<file path="config.mk">
export PLATFORM = sky130hd
export DESIGN_NAME = video_timing_src
export DESIGN_NICKNAME = d
export VERILOG_FILES = /design/src/rtl/video_timing_src.sv
export SDC_FILE = /design/constraint.sdc
export NUM_CORES = 1
export LEC_CHECK = 0
export ABC_AREA = 1
export CORE_ASPECT_RATIO = 1.25
export CORE_MARGIN = 5
export CORE_UTILIZATION = 49
export DETAILED_ROUTE_END_ITERATION = 16
export PLACE_DENSITY = 0.74
export SLEW_MARGIN = 10
export SYNTH_ARGS = -nofsm -noshare
export SYNTH_HDL_FRONTEND = slang
export SYNTH_SLANG_ARGS = --single-unit
</file>
<file path="constraint.sdc">
create_clock -name clk -period 14.6 [get_ports clk]
set_clock_uncertainty 0.15 [all_clocks]
set_input_delay 4.38 -clock clk [delete_from_list [all_inputs] [get_ports clk]]
set_output_delay 4.38 -clock clk [all_outputs]
set_load 0.02 [all_outputs]
</file>
<file path="src/rtl/video_timing_src.sv">
// video_timing_src: clock-enabled raster timing generator with colour bars,
// gradient, checker and memory-backed pixel sources behind a two-stage pipeline.
module video_timing_src #(
    parameter int DATA_W    = 8,
    parameter int CHANNELS  = 3,
    parameter int IMG_HDISP = 640,
    parameter int IMG_VDISP = 480,
    parameter int H_SYNC    = 10,
    parameter int H_BACK    = 10,
    parameter int H_FRONT   = 10,
    parameter int V_SYNC    = 10,
    parameter int V_BACK    = 10,
    parameter int V_FRONT   = 10,
    parameter int CLKEN_DIV = 2,
    parameter int POS_W     = 11,
    localparam int ADDR_W   = $clog2(IMG_HDISP * IMG_VDISP),
    localparam int PIX_W    = DATA_W * CHANNELS
) (
    input  logic              clk,
    input  logic              rst,
    input  logic              enable,
    input  logic [1:0]        mode,
    output logic [ADDR_W-1:0] mem_addr,
    input  logic [PIX_W-1:0]  mem_rdata,
    output logic              vsync,
    output logic              href,
    output logic              clken,
    output logic [PIX_W-1:0]  data,
    output logic [POS_W-1:0]  x_pos,
    output logic [POS_W-1:0]  y_pos,
    output logic              frame_start,
    output logic [15:0]       frame_cnt
);
    localparam int H_TOTAL = H_SYNC + H_BACK + IMG_HDISP + H_FRONT;
    localparam int V_TOTAL = V_SYNC + V_BACK + IMG_VDISP + V_FRONT;
    localparam int DIV_W = CLKEN_DIV > 1 ? $clog2(CLKEN_DIV) : 1;
    localparam int BAR_W = IMG_HDISP / 8;
    localparam logic [DIV_W-1:0] DIV_LAST = DIV_W'(CLKEN_DIV - 1);
    localparam logic [POS_W-1:0] H_OFF = POS_W'(H_SYNC + H_BACK);
    localparam logic [POS_W-1:0] V_OFF = POS_W'(V_SYNC + V_BACK);
    localparam logic [POS_W-1:0] H_END = POS_W'(H_SYNC + H_BACK + IMG_HDISP);
    localparam logic [POS_W-1:0] V_END = POS_W'(V_SYNC + V_BACK + IMG_VDISP);
    localparam logic [POS_W-1:0] H_LAST = POS_W'(H_TOTAL - 1);
    localparam logic [POS_W-1:0] V_LAST = POS_W'(V_TOTAL - 1);
    localparam logic [POS_W-1:0] V_SY = POS_W'(V_SYNC);
    localparam logic [POS_W-1:0] BAR_LAST = POS_W'(7 * BAR_W);
    localparam logic [ADDR_W-1:0] HD_A = ADDR_W'(IMG_HDISP);
    // bar patterns, bar 0 in the low bits; bit k of a pattern drives channel k
    localparam logic [23:0] BARS = {3'd0, 3'd4, 3'd1, 3'd5, 3'd2, 3'd6, 3'd3, 3'd7};

    typedef enum logic [1:0] {IDLE, RUN, FINISH} state_t;
    state_t state;
    logic [DIV_W-1:0] div;
    logic [POS_W-1:0] hcnt, vcnt, x0, y0, x1, y1;
    logic [1:0] mode_q;
    logic tick, frame_end, origin, active, act1, vs1, tick1;
    logic [2:0] bar;
    logic [CHANNELS+2:0] pat;
    logic [DATA_W-1:0] grad;
    logic [PIX_W-1:0] pixel;

    assign tick = div == DIV_LAST;
    assign frame_end = state != IDLE && tick && hcnt == H_LAST && vcnt == V_LAST;
    assign origin = tick && enable && (state == IDLE || frame_end);
    assign active = state != IDLE && hcnt >= H_OFF && hcnt < H_END && vcnt >= V_OFF && vcnt < V_END;
    assign x0 = active ? hcnt - H_OFF : '0;
    assign y0 = active ? vcnt - V_OFF : '0;

    always_comb begin
        bar = x1 >= BAR_LAST ? 3'd7 : 3'(x1 / POS_W'(BAR_W));
        pat = (CHANNELS + 3)'(BARS[5'(bar) * 5'd3 +: 3]);
        grad = DATA_W'(x1 + y1);
        pixel = '0;
        for (int k = 0; k < CHANNELS; k++)
            pixel[(CHANNELS-1-k)*DATA_W +: DATA_W] = mode_q == 2'd0 ? {DATA_W{pat[k]}} :
                                                      mode_q == 2'd1 ? grad : {DATA_W{x1[3] ^ y1[3]}};
    end

    always_ff @(posedge clk or posedge rst) begin
        if (rst) begin
            state <= IDLE;
            div <= '0;
            hcnt <= '0;
            vcnt <= '0;
            mode_q <= '0;
            frame_cnt <= '0;
            frame_start <= 1'b0;
            mem_addr <= '0;
            x1 <= '0;
            y1 <= '0;
            act1 <= 1'b0;
            vs1 <= 1'b0;
            tick1 <= 1'b0;
            href <= 1'b0;
            clken <= 1'b0;
            vsync <= 1'b0;
            data <= '0;
            x_pos <= '0;
            y_pos <= '0;
        end else begin
            div <= tick ? '0 : div + 1'b1;
            frame_start <= origin;
            if (origin) mode_q <= mode;
            if (frame_end) frame_cnt <= frame_cnt + 1'b1;
            if (state == IDLE) begin
                if (origin) state <= RUN;
            end else begin
                if (tick) begin
                    hcnt <= hcnt == H_LAST ? '0 : hcnt + 1'b1;
                    if (hcnt == H_LAST) vcnt <= vcnt == V_LAST ? '0 : vcnt + 1'b1;
                end
                state <= frame_end && !enable ? IDLE : enable ? RUN : FINISH;
            end
            mem_addr <= ADDR_W'(y0) * HD_A + ADDR_W'(x0);
            x1 <= x0;
            y1 <= y0;
            act1 <= active;
            vs1 <= state != IDLE && vcnt >= V_SY;
            tick1 <= tick;
            href <= act1;
            clken <= act1 && tick1;
            vsync <= vs1;
            x_pos <= x1;
            y_pos <= y1;
            data <= !act1 ? '0 : mode_q == 2'd3 ? mem_rdata : pixel;
        end
    end
endmodule

</file>
==> flow_summary.yaml <==
timing:
  setup_viol: 0
  slew_violations: 0
  final_hold_viol_count: 0
  fmax_mhz: 162
  setup_ws_ps: 8430
  post-route-period-util_pct: 42.3
  tns_ps: 0
  worst_slew_pin_slew_ps: 836
  rsz0062_at_grt: "no"
  slew_headroom_pct: 44.1
  finalCriticalPeriod_ps: 6170
  holdWs_ps: 205
global_route:
  grt_use_total_pct: 20.3
  grt_first_pass_wirelength_um: 26100
  grt_overflow: 0
  antenna_found_initial: 0
  grt_max_degree: 68
  grt_pass1_vias: 5549
floorplanning:
  start_util_pct: 50.2
  rows: 47
  coreArea_mm2: 0.0133
  die_y_um: 140
  fp.dieW_um: 114
  io_pins: 114
  fp.dieArea_mm2: 0.0161
clocking:
  post_cts_resized: 0
  cts_tree: "yes"
  cts_buffer_depth: 2
  htree_levels: 4
  cts_setup_buffers: 0
  root_buffer: "clkbuf_16"
  numCtsBuffers: 17
  clock_latency_ps: 420
  clk_pin_slew_ps: 60
  clkSinkCount: 130
  holdBufCountCts: 0
placed_design:
  dp_hpwl_um: 11800
  pre_cts_ws_ps: 8140
  routabilityCongestion: 0.889
  port_buffers: 113
  placed_area_mm2: 0.00791
routing:
  drt_iter0_markers: 378
  drt-wirelength-per-cell_um: 15.5
  wirelength_um: 15700
  drc: 0
  final_antenna_net_count: 0
  drt_first_pass_iters: 5
  via_per_inst: 5.22
  route.vias.total: 5298
worst_setup_path:
  cp_top_family: "buffers and inverters"
  slowest_stage: "clkdlybuf4s50_1"
  path_class: "reg2out"
  end_kind: "primary output"
  arrival_ps: 1640
  reg2reg_depth: 23
  critical_path_buf_inv_count: 1
  start_kind: "flop"
  critPathMaxFanout: 8
  max_stage_delay_ps: 680
  cp.required_ps: 10070
  cp_num_cells: 1
  cp_cell_sequence: "clkdlybuf4s50_1"
pwr:
  cellPowerDensity_mw_per_mm2: 103
  ir_worst_vdd_mv: 0.0831
  leakage_nw: 4.18
cells_and_area:
  fin_nets: 901
  n_antenna_cell: 0
  drive_above_1_share_pct: 10.1
  final_cell_area_mm2: 0.00848
  area_growth_pct: 27.0
synthesis:
  synth_cells: 715
  synth_cell_types: 47
  netlist_area_mm2: 0.00667
  ys_ff_latch: 130
  syn_nets: 786
  syn_area_per_cell_um2: 9.33
  yosysWarnings: 0
  synth-seq-area-share_pct: 48.7
run:
  drv_cap: 0
run_status:
  outcome: "complete, no violations"
hold_path:
  worstHoldPathCells: 0
  hold_class: "reg2reg"
[state kept, by name (all words and copies together) (netlist names), 2 cells and up]
| register | cells |
|---|---|
| data | 24 |
| frame_cnt | 16 |
| mem_addr | 12 |
| hcnt | 11 |
| vcnt | 11 |
| x1 | 11 |
| x_pos | 11 |
| y1 | 11 |
| y_pos | 11 |
| mode_q | 2 |
| state | 2 |
[path summary, 6_finish.rpt]
| path | start | end | slack, ps |
|---|---|---|---|
| worst max-delay path | x1[6] | mem_addr[6] | 8430 |
| max in group asynchronous | rst | y1[8] | 8660 |
| worst min-delay path | vs1 | vsync | 200 |
| worst max register to register | vcnt[3] | mem_addr[18] | 9890 |
| min in group asynchronous | rst | x_pos[2] | 4310 |
| worst min register to register | vs1 | vsync | 200 |
[Yosys cell counts, drive strengths merged]
| cell type | number | area, um2 |
|---|---|---|
| dfrtp | 130 | 3250 |
| nand2 | 108 | 440 |
| inv | 87 | 327 |
| nor2 | 83 | 375 |
| a21oi | 58 | 324 |
| o21ai | 49 | 245 |
| ha | 39 | 488 |
| nand3 | 38 | 240 |
| xor2 | 33 | 289 |
| nor3 | 17 | 96.4 |
| nand4 | 15 | 130 |
| buf | 14 | 100 |
| xnor2 | 13 | 114 |
| clkbuf | 4 | 15.0 |
| nor4 | 4 | 25.0 |
| fa | 3 | 60.1 |
| o211ai | 3 | 22.5 |
| a211oi | 2 | 15.0 |
| and2 | 2 | 15.0 |
| clkinv | 2 | 10.0 |
| nand3b | 2 | 15.0 |
| a21o | 1 | 7.51 |
| a31oi | 1 | 6.26 |
| a41oi | 1 | 8.76 |
| and3 | 1 | 6.26 |
| mux2 | 1 | 11.3 |
| nor3b | 1 | 7.51 |
| o21a | 1 | 7.51 |
| o221a | 1 | 11.3 |
| o31ai | 1 | 7.51 |
[where the power goes]
| part | total (mW) | leakage, nW | switching, mW | internal [mW] |
|---|---|---|---|---|
| logic | 0.0974 | 2.13 | 0.0659 | 0.0315 |
| registers | 0.377 | 1.80 | 0.00779 | 0.369 |
| clock network | 0.398 | 0.261 | 0.162 | 0.236 |
| total | 0.872 | 4.18 | 0.236 | 0.636 |
[layer usage]
metal | track usage (%) | wire (um) | up-vias
li1 | - | - | 2568
met1 | 22.3 | 6070 | 2526
met2 | 37.2 | 8360 | 177
met3 | 5.31 | 946 | 27
met4 | 7.32 | 297 | 0
met5 | 0 | 0 | -
[area by class of cell]
class	count	area [um2]
flip-flops and latches	130	3250
clock buffers	18	429
repair buffers	114	1140
inverters	89	339
fillers	1123	4810
multi-input cells	478	2970
clock inverters	14	133
well taps	171	214
[per-stage QoR]
stage / cells / utilization (%) / power (mW)
final: 1014 / 63.8 / 0.872
after global routing: 1014 / 63.8 / 0.911
after CTS: 1014 / 63.8 / 0.880
after detailed placement: 982 / 59.5 / 0.480
after global placement: 982 / 59.5 / 0.476
after floorplan: 715 / - / 0.451
[logic make-up after synthesis]
kind of cell / after synthesis / share of synthesized area [%]
and+or+nand+nor: 271 / 20.2
DFF: 130 / 48.7
buffers and inverters: 107 / 6.77
muxes: 1 / 0.169
adders and majority gates: 42 / 8.21
AOI/OAI and AO/OA: 118 / 9.82
xor gates and xnor gates: 46 / 6.04
[cells in the final DEF (no fill, tap or decap), types with 5 or more instances in the layout]
master | netlist | layout
o21ai_0 | 48 | 48
nand2_1 | 100 | 100
nand4_1 | 12 | 12
nor2_2 | 7 | 7
nand3_1 | 31 | 31
clkdlybuf4s50_1 | 0 | 113
clkbuf_16 | 0 | 17
nand2_2 | 5 | 5
clkinvlp_4 | 0 | 5
dfrtp_1 | 130 | 130
inv_1 | 80 | 79
a21oi_1 | 49 | 49
a21oi_2 | 9 | 9
nor3_1 | 16 | 16
nor2_1 | 71 | 71
xor2_1 | 33 | 33
nand3_2 | 5 | 5
xnor2_1 | 13 | 13
ha_1 | 39 | 39
inv_2 | 7 | 7
Note: power is estimated with default switching activity, not from simulation.
